### src/rtl/data_o_capture_pkg.sv
// Shared defaults, event record type and sizing helper for the data_o_capture monitor.
package data_o_capture_pkg;

    localparam int DEPTH_DEF = 8;
    localparam int TS_W_DEF  = 16;

    typedef struct packed {
        logic [7:0]          val;
        logic [TS_W_DEF-1:0] ts;
    } evt_t;

    function automatic int cnt_width(input int depth);
        return $clog2(depth) + 1;
    endfunction

endpackage

### src/rtl/data_o_capture_fifo.sv
// Synchronous show-ahead FIFO: registered pointers/count, head read combinationally from storage.
module data_o_capture_fifo
    import data_o_capture_pkg::*;
#(
    parameter int DEPTH = DEPTH_DEF,
    parameter int W     = 8 + TS_W_DEF
) (
    input  logic                        clk_i,
    input  logic                        rst_i,
    input  logic                        clr_i,
    input  logic                        push_i,
    input  logic                        pop_i,
    input  logic [W-1:0]                din_i,
    output logic [W-1:0]                dout_o,
    output logic                        full_o,
    output logic                        empty_o,
    output logic                        drop_o,
    output logic [cnt_width(DEPTH)-1:0] cnt_o
);

    localparam int AW = $clog2(DEPTH);
    localparam int CW = AW + 1;

    logic [W-1:0]  mem [DEPTH];
    logic [AW-1:0] wr_ptr;
    logic [AW-1:0] rd_ptr;
    logic [CW-1:0] cnt;
    logic          do_push;
    logic          do_pop;

    assign empty_o = (cnt == '0);
    assign full_o  = (cnt == CW'(DEPTH));
    assign do_pop  = pop_i && !empty_o;
    // A pop in the same cycle frees the slot, so a push into a full FIFO is still accepted.
    assign do_push = push_i && (!full_o || do_pop);
    assign drop_o  = push_i && !do_push;
    assign cnt_o   = cnt;
    assign dout_o  = empty_o ? '0 : mem[rd_ptr];

    always_ff @(posedge clk_i) begin
        if (rst_i || clr_i) begin
            wr_ptr <= '0;
            rd_ptr <= '0;
            cnt    <= '0;
        end else begin
            if (do_push) wr_ptr <= wr_ptr + 1'b1;
            if (do_pop)  rd_ptr <= rd_ptr + 1'b1;
            cnt <= cnt + CW'(do_push) - CW'(do_pop);
        end
    end

    always_ff @(posedge clk_i) begin
        if (do_push && !clr_i && !rst_i) mem[wr_ptr] <= din_i;
    end

endmodule

### src/rtl/data_o_capture.sv
// Change monitor on an 8-bit bus: each new value is queued with its sample timestamp.
// Define DATA_O_CAPTURE_FILTER_EN to report only values stable for two consecutive samples.
module data_o_capture
    import data_o_capture_pkg::*;
#(
    parameter int         DEPTH    = DEPTH_DEF,
    parameter int         TS_W     = TS_W_DEF,
    parameter logic [7:0] INIT_VAL = 8'h00
) (
    input  logic                        clk_i,
    input  logic                        rst_i,
    input  logic [7:0]                  data_i,
    input  logic                        en_i,
    input  logic                        clr_i,
    input  logic                        rd_i,
    output logic                        evt_valid_o,
    output logic [7:0]                  evt_data_o,
    output logic [TS_W-1:0]             evt_time_o,
    output logic                        ovf_o,
    output logic [cnt_width(DEPTH)-1:0] cnt_o
);

    logic [TS_W-1:0]   ts;
    logic [7:0]        cur_p0;
    logic [TS_W-1:0]   ts_p0;
    logic              chg;
    logic [7:0]        evt_val;
    logic [TS_W-1:0]   evt_ts;
    logic              push;
    logic              empty;
    logic              full;
    logic              drop;
    logic [8+TS_W-1:0] head;

`ifdef DATA_O_CAPTURE_FILTER_EN
    logic [7:0]      mid_p1;
    logic [TS_W-1:0] ts_p1;
    logic [7:0]      prev_p2;

    // Sample stage: cur -> mid -> prev shift chain with the timestamp of each sample.
    always_ff @(posedge clk_i) begin
        if (rst_i) begin
            ts      <= '0;
            cur_p0  <= INIT_VAL;
            ts_p0   <= '0;
            mid_p1  <= INIT_VAL;
            ts_p1   <= '0;
            prev_p2 <= INIT_VAL;
        end else begin
            ts      <= ts + 1'b1;
            cur_p0  <= data_i;
            ts_p0   <= ts;
            mid_p1  <= cur_p0;
            ts_p1   <= ts_p0;
            prev_p2 <= mid_p1;
        end
    end

    // The event is stamped with the first sample of the new value, held in mid.
    assign chg     = (cur_p0 == mid_p1) && (mid_p1 != prev_p2);
    assign evt_val = mid_p1;
    assign evt_ts  = ts_p1;
`else
    logic [7:0] prev_p1;

    // Sample stage: cur -> prev with the timestamp of the current sample.
    always_ff @(posedge clk_i) begin
        if (rst_i) begin
            ts      <= '0;
            cur_p0  <= INIT_VAL;
            ts_p0   <= '0;
            prev_p1 <= INIT_VAL;
        end else begin
            ts      <= ts + 1'b1;
            cur_p0  <= data_i;
            ts_p0   <= ts;
            prev_p1 <= cur_p0;
        end
    end

    assign chg     = (cur_p0 != prev_p1);
    assign evt_val = cur_p0;
    assign evt_ts  = ts_p0;
`endif

    // Push stage: enable is sampled at the edge that enqueues the event.
    assign push = chg && en_i;

    data_o_capture_fifo #(
        .DEPTH (DEPTH),
        .W     (8 + TS_W)
    ) u_fifo (
        .clk_i   (clk_i),
        .rst_i   (rst_i),
        .clr_i   (clr_i),
        .push_i  (push),
        .pop_i   (rd_i),
        .din_i   ({evt_val, evt_ts}),
        .dout_o  (head),
        .full_o  (full),
        .empty_o (empty),
        .drop_o  (drop),
        .cnt_o   (cnt_o)
    );

    always_ff @(posedge clk_i) begin
        if (rst_i || clr_i) begin
            ovf_o <= 1'b0;
        end else if (drop && full) begin
            ovf_o <= 1'b1;
        end
    end

    assign evt_valid_o = !empty;
    assign evt_data_o  = head[8+TS_W-1:TS_W];
    assign evt_time_o  = head[TS_W-1:0];

endmodule

### config.mk
export PLATFORM = sky130hd
export DESIGN_NAME = data_o_capture
export DESIGN_NICKNAME = d
export VERILOG_FILES = /design/src/rtl/data_o_capture_pkg.sv /design/src/rtl/data_o_capture_fifo.sv /design/src/rtl/data_o_capture.sv
export SDC_FILE = /design/constraint.sdc
export NUM_CORES = 1
export LEC_CHECK = 0
export ABC_AREA = 1
export ABC_CLOCK_PERIOD_IN_PS = 2800
export BUFFER_PORTS_ARGS = -buffer_cell sky130_fd_sc_hd__buf_2
export CORE_ASPECT_RATIO = 0.75
export CORE_MARGIN = 2
export CORE_UTILIZATION = 55
export DETAILED_ROUTE_END_ITERATION = 10
export MAX_ROUTING_LAYER = met4
export PLACE_DENSITY = 0.75
export SLEW_MARGIN = 15
export SYNTH_ARGS = -nofsm -noshare
export SYNTH_HDL_FRONTEND = slang
export SYNTH_HIERARCHICAL = 1
export SYNTH_SLANG_ARGS = --single-unit
### constraint.sdc
create_clock -name clk_i -period 2.8 [get_ports clk_i]
set_input_delay 0.42 -clock clk_i [delete_from_list [all_inputs] [get_ports clk_i]]
set_output_delay 0.42 -clock clk_i [all_outputs]
set_load 0.02 [all_outputs]
After elaboration in Yosys (flattened, before gate mapping)
Memories as Yosys holds them, arrays and structs flattened. A register that Yosys moved wholly into a read port is not among the register bits. Index checks and enable logic that the tools add are counted.

Equality and inequality tests: 2. Reductions and logical operators: 15. $add $sub $neg: 5. Mux-type cells: 5.

Operator list (number): $mux 24 (1); $add 16x1->16 const B (1); $ne 8x8->1 (1); $logic_and 1x1->1 (7); $add 3x1->3 const B (2); $mux 3 (2); $logic_not 1->1 (5); $add 4x1->4 (1); $eq 4x4->1 const B (1); $logic_not 4->1 (1); $sub 4x1->4 (1); $logic_or 1x1->1 (2); $mux 1 (2).

Memories: 1. Flip-flop bits (word level): 59. Memory bits (writable): 192. Output and inout port bits: 30. Input port bits: 13. Word-level logic and storage cells: 36.

Memories: u_fifo.mem (words 8, bits a word 24, rd ports 1, clocked after Yosys merged registers in 1, write ports 1, RTL line data_o_capture_fifo.sv:24) `logic [W-1:0] mem [DEPTH];`.

Depth between registers and ports, before layout
Gate-level depths: netlist of run 1.

Word-level depth: 9. Gate-level depth with buffers: 18. Gate-level depth less buffers: 17.

By module
Netlist of run 1, hierarchy kept.

Modules (own cells, without submodules): data_o_capture_fifo (seq. area each 6025.8 sq um, area an instance 8680.8 sq um, cells each 834, instances 1); data_o_capture (seq. area each 980.9 sq um, area an instance 1901.8 sq um, cells each 256, instances 1).

Least setup slack after synthesis of run 1
OpenSTA, ideal clock, no wires.

Path type: register to register. From: reg u_fifo.cnt[2], in the netlist u_fifo/cnt_o[2]. To: mem u_fifo/mem[0][0] (netlist name), enable pin. Period minus slack after synthesis: 2.692 ns. Arrival time: 2.287 ns. Cell stages (with the launch flop): 8. Setup slack: 0.108 ns. Required time: 2.395 ns. Setup time: 0.405 ns. Path buffers: 0. Cells stage by stage: dfxtp_1 -> inv_1 -> ha_1 -> nand2_2 -> nand2_2 -> nand2_4 -> nand3b_1 -> nor2_1.

Word-level cells in the longest chain between the ends: 9. Elaborated cells between the ends (all ways): 11. Classes of those cells: 1 x eq/ne; 2 x mux; 8 x reduce/logical.

Ends and longest elaborated chain: from (decl) (RTL line data_o_capture_fifo.sv:27) `logic [CW-1:0] cnt;`; from (signal assigned) (RTL line data_o_capture_fifo.sv:48) `cnt <= cnt + CW'(do_push) - CW'(do_pop);`; $logic_not 4->1 (RTL line data_o_capture_fifo.sv:31) `assign empty_o = (cnt == '0);`; $logic_not 1->1 (RTL line data_o_capture_fifo.sv:33) `assign do_pop = pop_i && !empty_o;`; $logic_and 1x1->1 (RTL line data_o_capture_fifo.sv:33); $logic_or 1x1->1 * (RTL line data_o_capture_fifo.sv:35) `assign do_push = push_i && (!full_o || do_pop);`; $logic_and 1x1->1 * (RTL line data_o_capture_fifo.sv:35); $logic_and 1x1->1 * (2 in a row) (RTL line data_o_capture_fifo.sv:53) `if (do_push && !clr_i && !rst_i) mem[wr_ptr] <= din_i;`; $mux 1 * (RTL line data_o_capture_fifo.sv:53); $mux 1 (not written as such) * (RTL line data_o_capture_fifo.sv:53); to (decl) (RTL line data_o_capture_fifo.sv:24).

Mark *: on every way between the ends. The rest lies on a longest branch, timed or not.

==> flow_summary.yaml, run 1 <==
yosys:
  yosys_warnings: 6
  syn_area_per_cell_um2: 9.71
  yosys-top-cells-count: "nor2_1, nand2_1, edfxtp_1, inv_1, dfxtp_1"
  synth_fp_nets: 1112
  synth_top_family_by_area: "simple AND/OR/NAND/NOR gates"
  synthesis.area_mm2: 0.0106
  synthFlopType: "edfxtp_1"
  muxShareOfSynthArea: 0
  synthAdderAreaFrac: 0.0114
  synth.ff_latch_count: 254
  synth-compound-area-share: 0.0374
  synth_top_area_share: 0.545
  synth-xor-area-share: 0.00166
  netlist_instances: 1090
  ys_top_cells_by_area: "edfxtp_1, dfxtp_1, nor2_1"
  synth.most_common_cell: "nor2_1"
  ys_seq_area_frac: 0.662
  async_flop_share: 0
  synth_edf_count: 192
  synthSimpleGateAreaFrac: 0.222
  synth.largest_area_cell: "edfxtp_1"
  ys_types: 30
clock_tree:
  clock_sinks: 254
  holdBufCountCts: 0
  cts_buffers: 25
  post_cts_buffers: 0
  ctsResizeCount: 0
  clk-insertion-delay-late_ns: 0.51
  clockBufferDepth: 3
  cts_max_level: 1
  cts_tree: "yes"
  cts.clk_slew.worst_paths_ns: 0.06
  cts-root-buf: "clkbuf_16"
finish:
  drive_above_1_share: 0.129
  layout.nets: 1163
  final_cells: 1406
  final_cell_area_mm2: 0.0120
  insertedDiodeCount: 0
  area_growth_pct: 13.3
  fin_util: 0.642
  fill_cells: 1445
  regArea_mm2: 0.00702
  multi_input_area_mm2: 0.00290
die:
  start_util: 0.567
  dieArea_mm2: 0.0204
  dieWidth_um: 164
  num_rows: 43
  io_pins: 43
  fp.coreArea_mm2: 0.0187
  die_y_um: 124
detailed_routing:
  drtPass1Iterations: 5
  wl_per_cell_um: 15.8
  vias_per_cell: 5.05
  ant_nets: 0
  via_count: 7104
  drc_errors: 0
  initialDrtViolationCount: 598
  drt_wl_total_mm: 22.2
timing:
  fin_tns_setup_ns: 0
  tightest_slew_ns: 0.618
  finalCritPeriodShare: 0.928
  rsz0062_at_grt: "false"
  final_max_slew_viol_count: 0
  fmax_ghz: 0.385
  hold_violations: 0
  setup_viol: 0
  finalClockSkew_ns: 0.0129
  period_minus_slack_ns: 2.60
  slew_headroom: 0.588
  holdWs_ns: 0.127
  worst_slack_ns: 0.203
setup_path:
  required_ns: 2.38
  worstPathArrival_ns: 2.18
  cp_slowest_stage_delay_ns: 0.56
  cp_top_family: "simple AND/OR/NAND/NOR gates"
  crit_top_cell: "nor2_1"
  crit_path_max_fanout: 66
  timing.setup.critical_path_class: "reg -> out"
  slowest_stage: "dfxtp_4"
  crit_buf_inv: 2
  cp-end-kind: "primary output"
  cp_cell_sequence: "buf_12 > nor2_1 > nor2_1 > nand2_1 > nand3_1 > nand2_1 > nor2_1 > buf_2"
  startpoint_type: "flop"
power_and_ir_drop:
  leakagePower_nw: 4.89
  peakVddDrop_uv: 505
  p_total_mw: 8.07
  p_per_area_mw_per_mm2: 672
flow_run:
  max-cap-violations: 0
global_route:
  antenna_found_initial: 0
  grt_pass1_vias: 6881
  grt.total_usage: 0.236
  grt_pass1_wl_mm: 35.6
  overflow: 0
  grt_max_degree: 67
place:
  post-place-ws_ns: 0.290
  placed_area_mm2: 0.0112
  post-place-cells: 1361
  routabilityCongestion: 0.874
  hpwlAfterDp_mm: 13.9
  io_buffer_count: 42
run_status:
  status: "finished, final reports clean"
worst_hold_path:
  hold_path.class: "in -> reg"
[where the power goes]
group / internal, mW / total, mW / switching [mW]
logic: 0.218 / 0.685 / 0.467
registers: 4.07 / 4.11 / 0.0457
clock network: 1.95 / 3.27 / 1.32
total: 6.24 / 8.07 / 1.83
[cell families (layout without fill, tap and decap cells)]
logic type               after synthesis  in the layout
AO/OA/AOI/OAI                         77             77
flip-flops                           254            254
adder cells (fa/ha/maj)                9              9
AND/OR/NAND/NOR                      582            582
XOR/XNOR                               2              2
buffers and inverters                166            235
[layout by cell type (no fill, tap or decap), types with 3 or more instances in the layout]
| cell type | n |
|---|---|
| nand2_4 | 5 |
| inv_2 | 7 |
| inv_1 | 114 |
| nand3_1 | 33 |
| edfxtp_1 | 192 |
| nand2_2 | 3 |
| a21oi_1 | 17 |
| nor2_4 | 4 |
| nand2_1 | 209 |
| nor2_1 | 311 |
| buf_12 | 7 |
| clkbuf_16 | 25 |
| o21ai_0 | 12 |
| buf_4 | 20 |
| ha_1 | 8 |
| clkinv_2 | 7 |
| o21ai_1 | 45 |
| dfxtp_2 | 6 |
| clkbuf_1 | 5 |
| nor2_2 | 11 |
| buf_2 | 42 |
| dfxtp_1 | 55 |
| clkbuf_8 | 5 |
[final timing paths]
path | startpoint | to | slack [ns] | depth (start not counted)
worst max-delay path | flop | evt_time_o[14] | 0.20 | 8
worst min-delay path | data_i[6] | cur_p0[6]$_SDFF_PP0_ | 0.13 | 3
worst max register to register | cur_p0[6]$_SDFF_PP0_ | u_fifo/cnt_o[2]$_SDFF_PP0_ | 0.36 | 15
worst min register to register | ts[0]$_SDFF_PP0_ | ts[0]$_SDFF_PP0_ | 0.46 | 1
[sequential cells by signal (all words and copies together) (netlist names), 3 cells and up, named ones only]
register / count
ts: 16
u_fifo/mem: 192
evt_ts: 16
u_fifo/wr_ptr: 3
u_fifo/rd_ptr: 3
prev_p1: 8
cur_p0: 8
u_fifo/cnt_o: 4
[cell type report]
| cell class | instances | area share |
|---|---|---|
| clock inverters | 10 | 0.00824 |
| clock buffers | 35 | 0.0595 |
| flip-flops and latches | 254 | 0.585 |
| repair buffers | 69 | 0.0417 |
| multi-input cells | 670 | 0.242 |
| inverters | 121 | 0.0379 |
| well taps | 247 | 0.0258 |
[per-layer routing]
metal	part of all wire	wire (um)	track usage	vias to the layer above
li1	-	-	-	3566
met1	0.45	9940	0.325	3289
met2	0.46	10300	0.378	220
met3	0.074	1640	0.0343	29
met4	0.015	343	0.0521	0
met5	0	0	-	-
[worst min-delay path, delay by kind of cell]
kind,cells,cell delay (ns)
buffers and inverters,2,0.10
and+or+nand+nor,1,0.07
No activity file was read; power rests on OpenSTA's default activity.
==> inputs of run 2 (changes only) <==
- BUFFER_PORTS_ARGS: -buffer_cell sky130_fd_sc_hd__buf_2 -> -buffer_cell sky130_fd_sc_hd__clkbuf_2
==> run 2 against run 1 <==
Compared with the run above:
- clock-buffer cell count down 4
- worst hold slack worse by 0.035 ns
- routed wire length down 1.3%
- setup slack better by 0.037 ns
- largest power group unchanged
- global-route usage down 0.61 points
- critical path depth unchanged
- final area up 0.15%
- die area unchanged
- via count down 0.39%
- sequential power about the same
- clock skew up 0.0014 ns
- largest cell class unchanged
- register-to-register slack worse by 0.12 ns
==> flow_summary.yaml, run 2 (synthesized netlist as in run 1, its figures left out) <==
die:
  dieArea_mm2: 0.0204
  num_rows: 43
  start_util: 0.567
  fp.coreArea_mm2: 0.0187
  io_pins: 43
  die_y_um: 124
  dieWidth_um: 164
finish:
  final_cells: 1405
  final_common_cell: "nor2_1"
  area_growth_pct: 13.5
  drive_above_1_share: 0.128
  final_cell_area_mm2: 0.0120
  largest_reg_flops: 192
  layout_common_cells: "nor2_1, nand2_1, edfxtp_1"
  largest-register: "u_fifo/mem"
  layout.nets: 1161
clock_tree:
  clk-insertion-delay-late_ns: 0.52
  clockBufferDepth: 3
  holdBufCountCts: 0
  cts.clk_slew.worst_paths_ns: 0.06
  cts_max_level: 1
  cts-root-buf: "clkbuf_16"
  cts_tree: "yes"
  cts_buffers: 24
  ctsResizeCount: 0
  post_cts_buffers: 0
  clock_sinks: 254
place:
  post-place-ws_ns: 0.265
  placed_area_mm2: 0.0112
  post-place-cells: 1360
  hpwlAfterDp_mm: 12.9
  io_buffer_count: 42
  routabilityCongestion: 0.869
setup_path:
  slowest_stage: "dfxtp_4"
  startpoint_type: "flop"
  cp_slowest_stage_delay_ns: 0.51
  required_ns: 2.38
  worstPathArrival_ns: 2.14
  crit_top_cell: "nor2_1"
  cp-end-kind: "primary output"
  timing.setup.critical_path_class: "reg -> out"
  crit_path_max_fanout: 24
  crit_buf_inv: 2
  cp_cell_sequence: "buf_4 > nor2_1 > nor2_1 > nand2_1 > nand3_1 > nand2_1 > nor2_1 > clkbuf_2"
  cp_top_family: "simple AND/OR/NAND/NOR gates"
detailed_routing:
  drtPass1Iterations: 5
  drt_wl_total_mm: 21.9
  drc_errors: 0
  wl_per_cell_um: 15.6
  initialDrtViolationCount: 570
  via_count: 7076
  ant_nets: 0
  vias_per_cell: 5.04
timing:
  final_max_slew_viol_count: 0
  finalCritPeriodShare: 0.914
  fmax_ghz: 0.391
  tightest_slew_ns: 0.486
  rsz0062_at_grt: "false"
  finalClockSkew_ns: 0.0143
  fin_tns_setup_ns: 0
  hold_violations: 0
  setup_viol: 0
  period_minus_slack_ns: 2.56
  slew_headroom: 0.675
  worst_slack_ns: 0.240
power_and_ir_drop:
  peakVddDrop_uv: 518
  p_total_mw: 8.08
  p_per_area_mw_per_mm2: 672
  leakagePower_nw: 4.87
global_route:
  overflow: 0
  grt_pass1_wl_mm: 34.4
  grt_max_degree: 55
  grt.total_usage: 0.230
  antenna_found_initial: 1
  grt_pass1_vias: 6613
worst_hold_path:
  hold_path.class: "in -> reg"
flow_run:
  max-cap-violations: 0
run_status:
  status: "finished, final reports clean"
run 2: cell count changes in the layout (fill, tap and decap cells not counted):
cell,previous run,this run
buf_2,42,0
diode_2,0,1
inv_6,0,1
clkbuf_8,5,4
clkbuf_2,0,42
buf_12,7,9
buf_4,20,17
dfxtp_2,6,3
dfxtp_1,55,58
clkbuf_1,5,2
clkinv_4,0,2
run 2: where the power goes:
| part | total (mW) | switching (mW) | leakage [nW] | internal, mW |
|---|---|---|---|---|
| logic | 0.694 | 0.474 | 2.18 | 0.220 |
| clock network | 3.28 | 1.35 | 0.409 | 1.93 |
| registers | 4.11 | 0.0434 | 2.28 | 4.06 |
| total | 8.08 | 1.87 | 4.87 | 6.21 |
run 2: stage by stage:
| step | utilization | hold WS [ns] |
|---|---|---|
| floorplan | - | 0.416 |
| global placement | 0.600 | 0.446 |
| detailed placement | 0.600 | 0.454 |
| CTS | 0.643 | 0.0775 |
| global route | 0.643 | 0.100 |
| finish | 0.643 | 0.0921 |
run 2: worst reg2reg max path, stage by stage, from the launching register on:
cell,delay (ns)
dfxtp_1,0.51
inv_1,0.10
nand2_1,0.07
nand2_1,0.04
nor2_1,0.09
nand2_1,0.10
nor2_1,0.19
nor2_1,0.15
nor2_1,0.20
inv_1,0.08
nand2_1,0.08
ha_1,0.17
inv_1,0.06
fa_1,0.37
o21ai_0,0.18
a21oi_1,0.05
run 2: worst paths after layout:
kind | from | end | slack (ns) | depth (start not counted)
setup / recovery | flop | evt_time_o[0] | 0.24 | 8
hold / removal | data_i[6] | cur_p0[6]$_SDFF_PP0_ | 0.09 | 3
setup reg to reg | cur_p0[3]$_SDFF_PP0_ | u_fifo/cnt_o[2]$_SDFF_PP0_ | 0.24 | 15
hold reg to reg | ts[1]$_SDFF_PP0_ | evt_ts[1]$_SDFF_PP0_ | 0.46 | 2
run 2: routing by layer:
layer / vias up / global-route usage / share of wire / routed length [um]
met5: - / - / 0 / 0
met4: 0 / 0.0652 / 0.025 / 558
met3: 46 / 0.0316 / 0.066 / 1460
met2: 225 / 0.363 / 0.45 / 9890
met1: 3238 / 0.316 / 0.46 / 10000
li1: 3567 / - / - / -
run 2: final cells by class:
| type | count | area (um2) |
|---|---|---|
| multi-input combinational | 670 | 2900 |
| clock inverter | 13 | 125 |
| antenna | 1 | 2.50 |
| tap | 247 | 309 |
| clock buffer | 31 | 688 |
| timing repair buffer | 68 | 518 |
| sequential | 254 | 7010 |
| inverter | 121 | 454 |
| fill | 1437 | 6660 |
==> inputs of run 3 (changes only) <==
- ABC_CLOCK_PERIOD_IN_PS: 2800 -> 2710
- CORE_UTILIZATION: 55 -> 60
- PLACE_DENSITY: 0.75 -> 0.89
- clock period: 2.8 -> 2.71 ns (I/O delays scaled with it)
==> run 3 against run 2 <==
Compared with the run above:
- core utilization increased by 4.6 points
- clock-buffer cell count increased by 2
- global-route usage increased by 3.6 points
- die area decreased by 8.1%
- first-iteration DRC count increased by 64%
- sequential share of layout area about the same
- worst hold slack got worse by 0.025 ns
- final area about the same
- sequential cell count unchanged
- power increased by 5.6%
- clock power increased by 7.9%
- via count increased by 6.5%
==> flow_summary.yaml, run 3 (synthesized netlist as in run 1, its figures left out) <==
run_status:
  status: "finished, final reports clean"
finish:
  final_common_cell: "nor2_1"
  final_cells: 1403
  fill_cells: 1217
  drive_above_1_share: 0.129
  fin_util: 0.689
  layout.nets: 1164
  area_growth_pct: 13.6
  largest-register: "u_fifo/mem"
  layout_common_cells: "nor2_1, nand2_1, edfxtp_1"
  largest_reg_flops: 192
setup_path:
  worstPathArrival_ns: 2.16
  startpoint_type: "flop"
  crit_path_max_fanout: 37
  timing.setup.critical_path_class: "reg -> out"
  required_ns: 2.30
  cp-end-kind: "primary output"
die:
  dieArea_mm2: 0.0187
  start_util: 0.607
  fp.coreArea_mm2: 0.0174
  die_y_um: 119
  dieWidth_um: 157
  io_pins: 43
  num_rows: 42
global_route:
  grt.total_usage: 0.266
  grt_max_degree: 75
  antenna_found_initial: 1
  grt_pass1_vias: 7192
  grt_pass1_wl_mm: 37.0
  overflow: 0
clock_tree:
  cts_max_level: 1
  cts-root-buf: "clkbuf_16"
  cts.clk_slew.worst_paths_ns: 0.06
  clock_sinks: 254
  clockBufferDepth: 3
  cts_buffers: 24
  clk-insertion-delay-late_ns: 0.53
  cts_tree: "yes"
timing:
  period_minus_slack_ns: 2.56
  tightest_slew_ns: 0.654
  slew_headroom: 0.564
  setup_viol: 0
  final_max_slew_viol_count: 0
  fin_tns_setup_ns: 0
  rsz0062_at_grt: "false"
  finalClockSkew_ns: 0.00874
  finalCritPeriodShare: 0.946
  worst_slack_ns: 0.147
  holdWs_ns: 0.0674
  fmax_ghz: 0.390
  hold_violations: 0
detailed_routing:
  initialDrtViolationCount: 937
  via_count: 7537
  vias_per_cell: 5.37
  wl_per_cell_um: 17.5
  ant_nets: 0
  drtPass1Iterations: 6
  drt_wl_total_mm: 24.5
  drc_errors: 0
power_and_ir_drop:
  combPwrFrac: 0.087
  peakVddDrop_uv: 489
  p_switching_mw: 1.99
  internal_power_mw: 6.53
  swShare: 0.234
  clkPwrFrac: 0.415
  seqPwrFrac: 0.498
  p_per_area_mw_per_mm2: 710
  leakagePower_nw: 4.88
place:
  io_buffer_count: 42
  hpwlAfterDp_mm: 14.2
  routabilityCongestion: 0.860
  post-place-ws_ns: 0.174
  post-place-cells: 1356
worst_hold_path:
  hold_path.class: "in -> reg"
flow_run:
  max-cap-violations: 0
-- run 3: cell count changes in the layout (fill, tap and decap cells not counted), moves of 4 or more --
cell and change:
buf_4 +7, buf_12 -6, clkbuf_1 +4, clkinv_2 -5, dfxtp_1 -4, dfxtp_2 +4
-- run 3: worst paths after layout --
kind | startpoint | cells after the start | slack, ns | to
max | flop | 8 | 0.15 | evt_data_o[4]
max reg2reg | cur_p0[4]$_SDFF_PP0_ | 13 | 0.21 | u_fifo/cnt_o[2]$_SDFF_PP0_
min reg2reg | ts[0]$_SDFF_PP0_ | 1 | 0.47 | ts[0]$_SDFF_PP0_
min | data_i[7] | 3 | 0.07 | cur_p0[7]$_SDFF_PP0_
-- run 3: power groups by stage --
stage,clock network (mW),registers [mW],logic [mW]
CTS,3.56,4.25,0.725
detailed placement,0,4.33,0.709
floorplan,0,4.32,0.495
global route,3.69,4.25,0.812
finish,3.54,4.25,0.744
global placement,0,4.33,0.688
-- run 3: layer usage --
| layer | up-vias | routed length [um] | global-route usage | share of wire |
|---|---|---|---|---|
| li1 | 3565 | - | - | - |
| met1 | 3483 | 9390 | 0.350 | 0.38 |
| met2 | 415 | 11700 | 0.415 | 0.48 |
| met3 | 74 | 2580 | 0.0495 | 0.11 |
| met4 | 0 | 836 | 0.105 | 0.034 |
| met5 | - | 0 | - | 0 |
-- run 3: per-stage QoR --
step	cell area, um2	total power, mW
CTS	12000	8.53
global route	12000	8.76
global placement	11100	5.01
detailed placement	11100	5.04
floorplan	10600	4.81
finish	12000	8.53
-- run 3: timing repair --
| action | CTS | global route |
|---|---|---|
| gates resized for setup | 1 | 7 |
| endpoints found under the setup margin | 1 | 9 |
| endpoints found under the hold margin | 0 | 0 |
| buffers inserted | 0 | 1 |
| hold buffers | 0 | 0 |
| gates cloned | 0 | 1 |
-- run 3: worst max-delay path, stage by stage, from the launching register on --
cell	delay, ns
dfxtp_4	0.51
buf_16	0.24
nor2_1	0.08
nor2_1	0.14
o21ai_1	0.10
nand2_1	0.07
nor2_1	0.04
nor2_1	0.18
clkbuf_2	0.24
-- run 3: area by class of cell --
cell class | count | area, um2 | area share
Tap cell | 242 | 303 | 0.0252
Sequential cell | 254 | 7020 | 0.584
Antenna cell | 1 | 2.50 | 0.000208
Timing Repair Buffer | 71 | 503 | 0.0418
Multi-Input combinational cell | 670 | 2900 | 0.241
Inverter | 121 | 457 | 0.0380
Clock buffer | 33 | 664 | 0.0553
Clock inverter | 11 | 170 | 0.0142
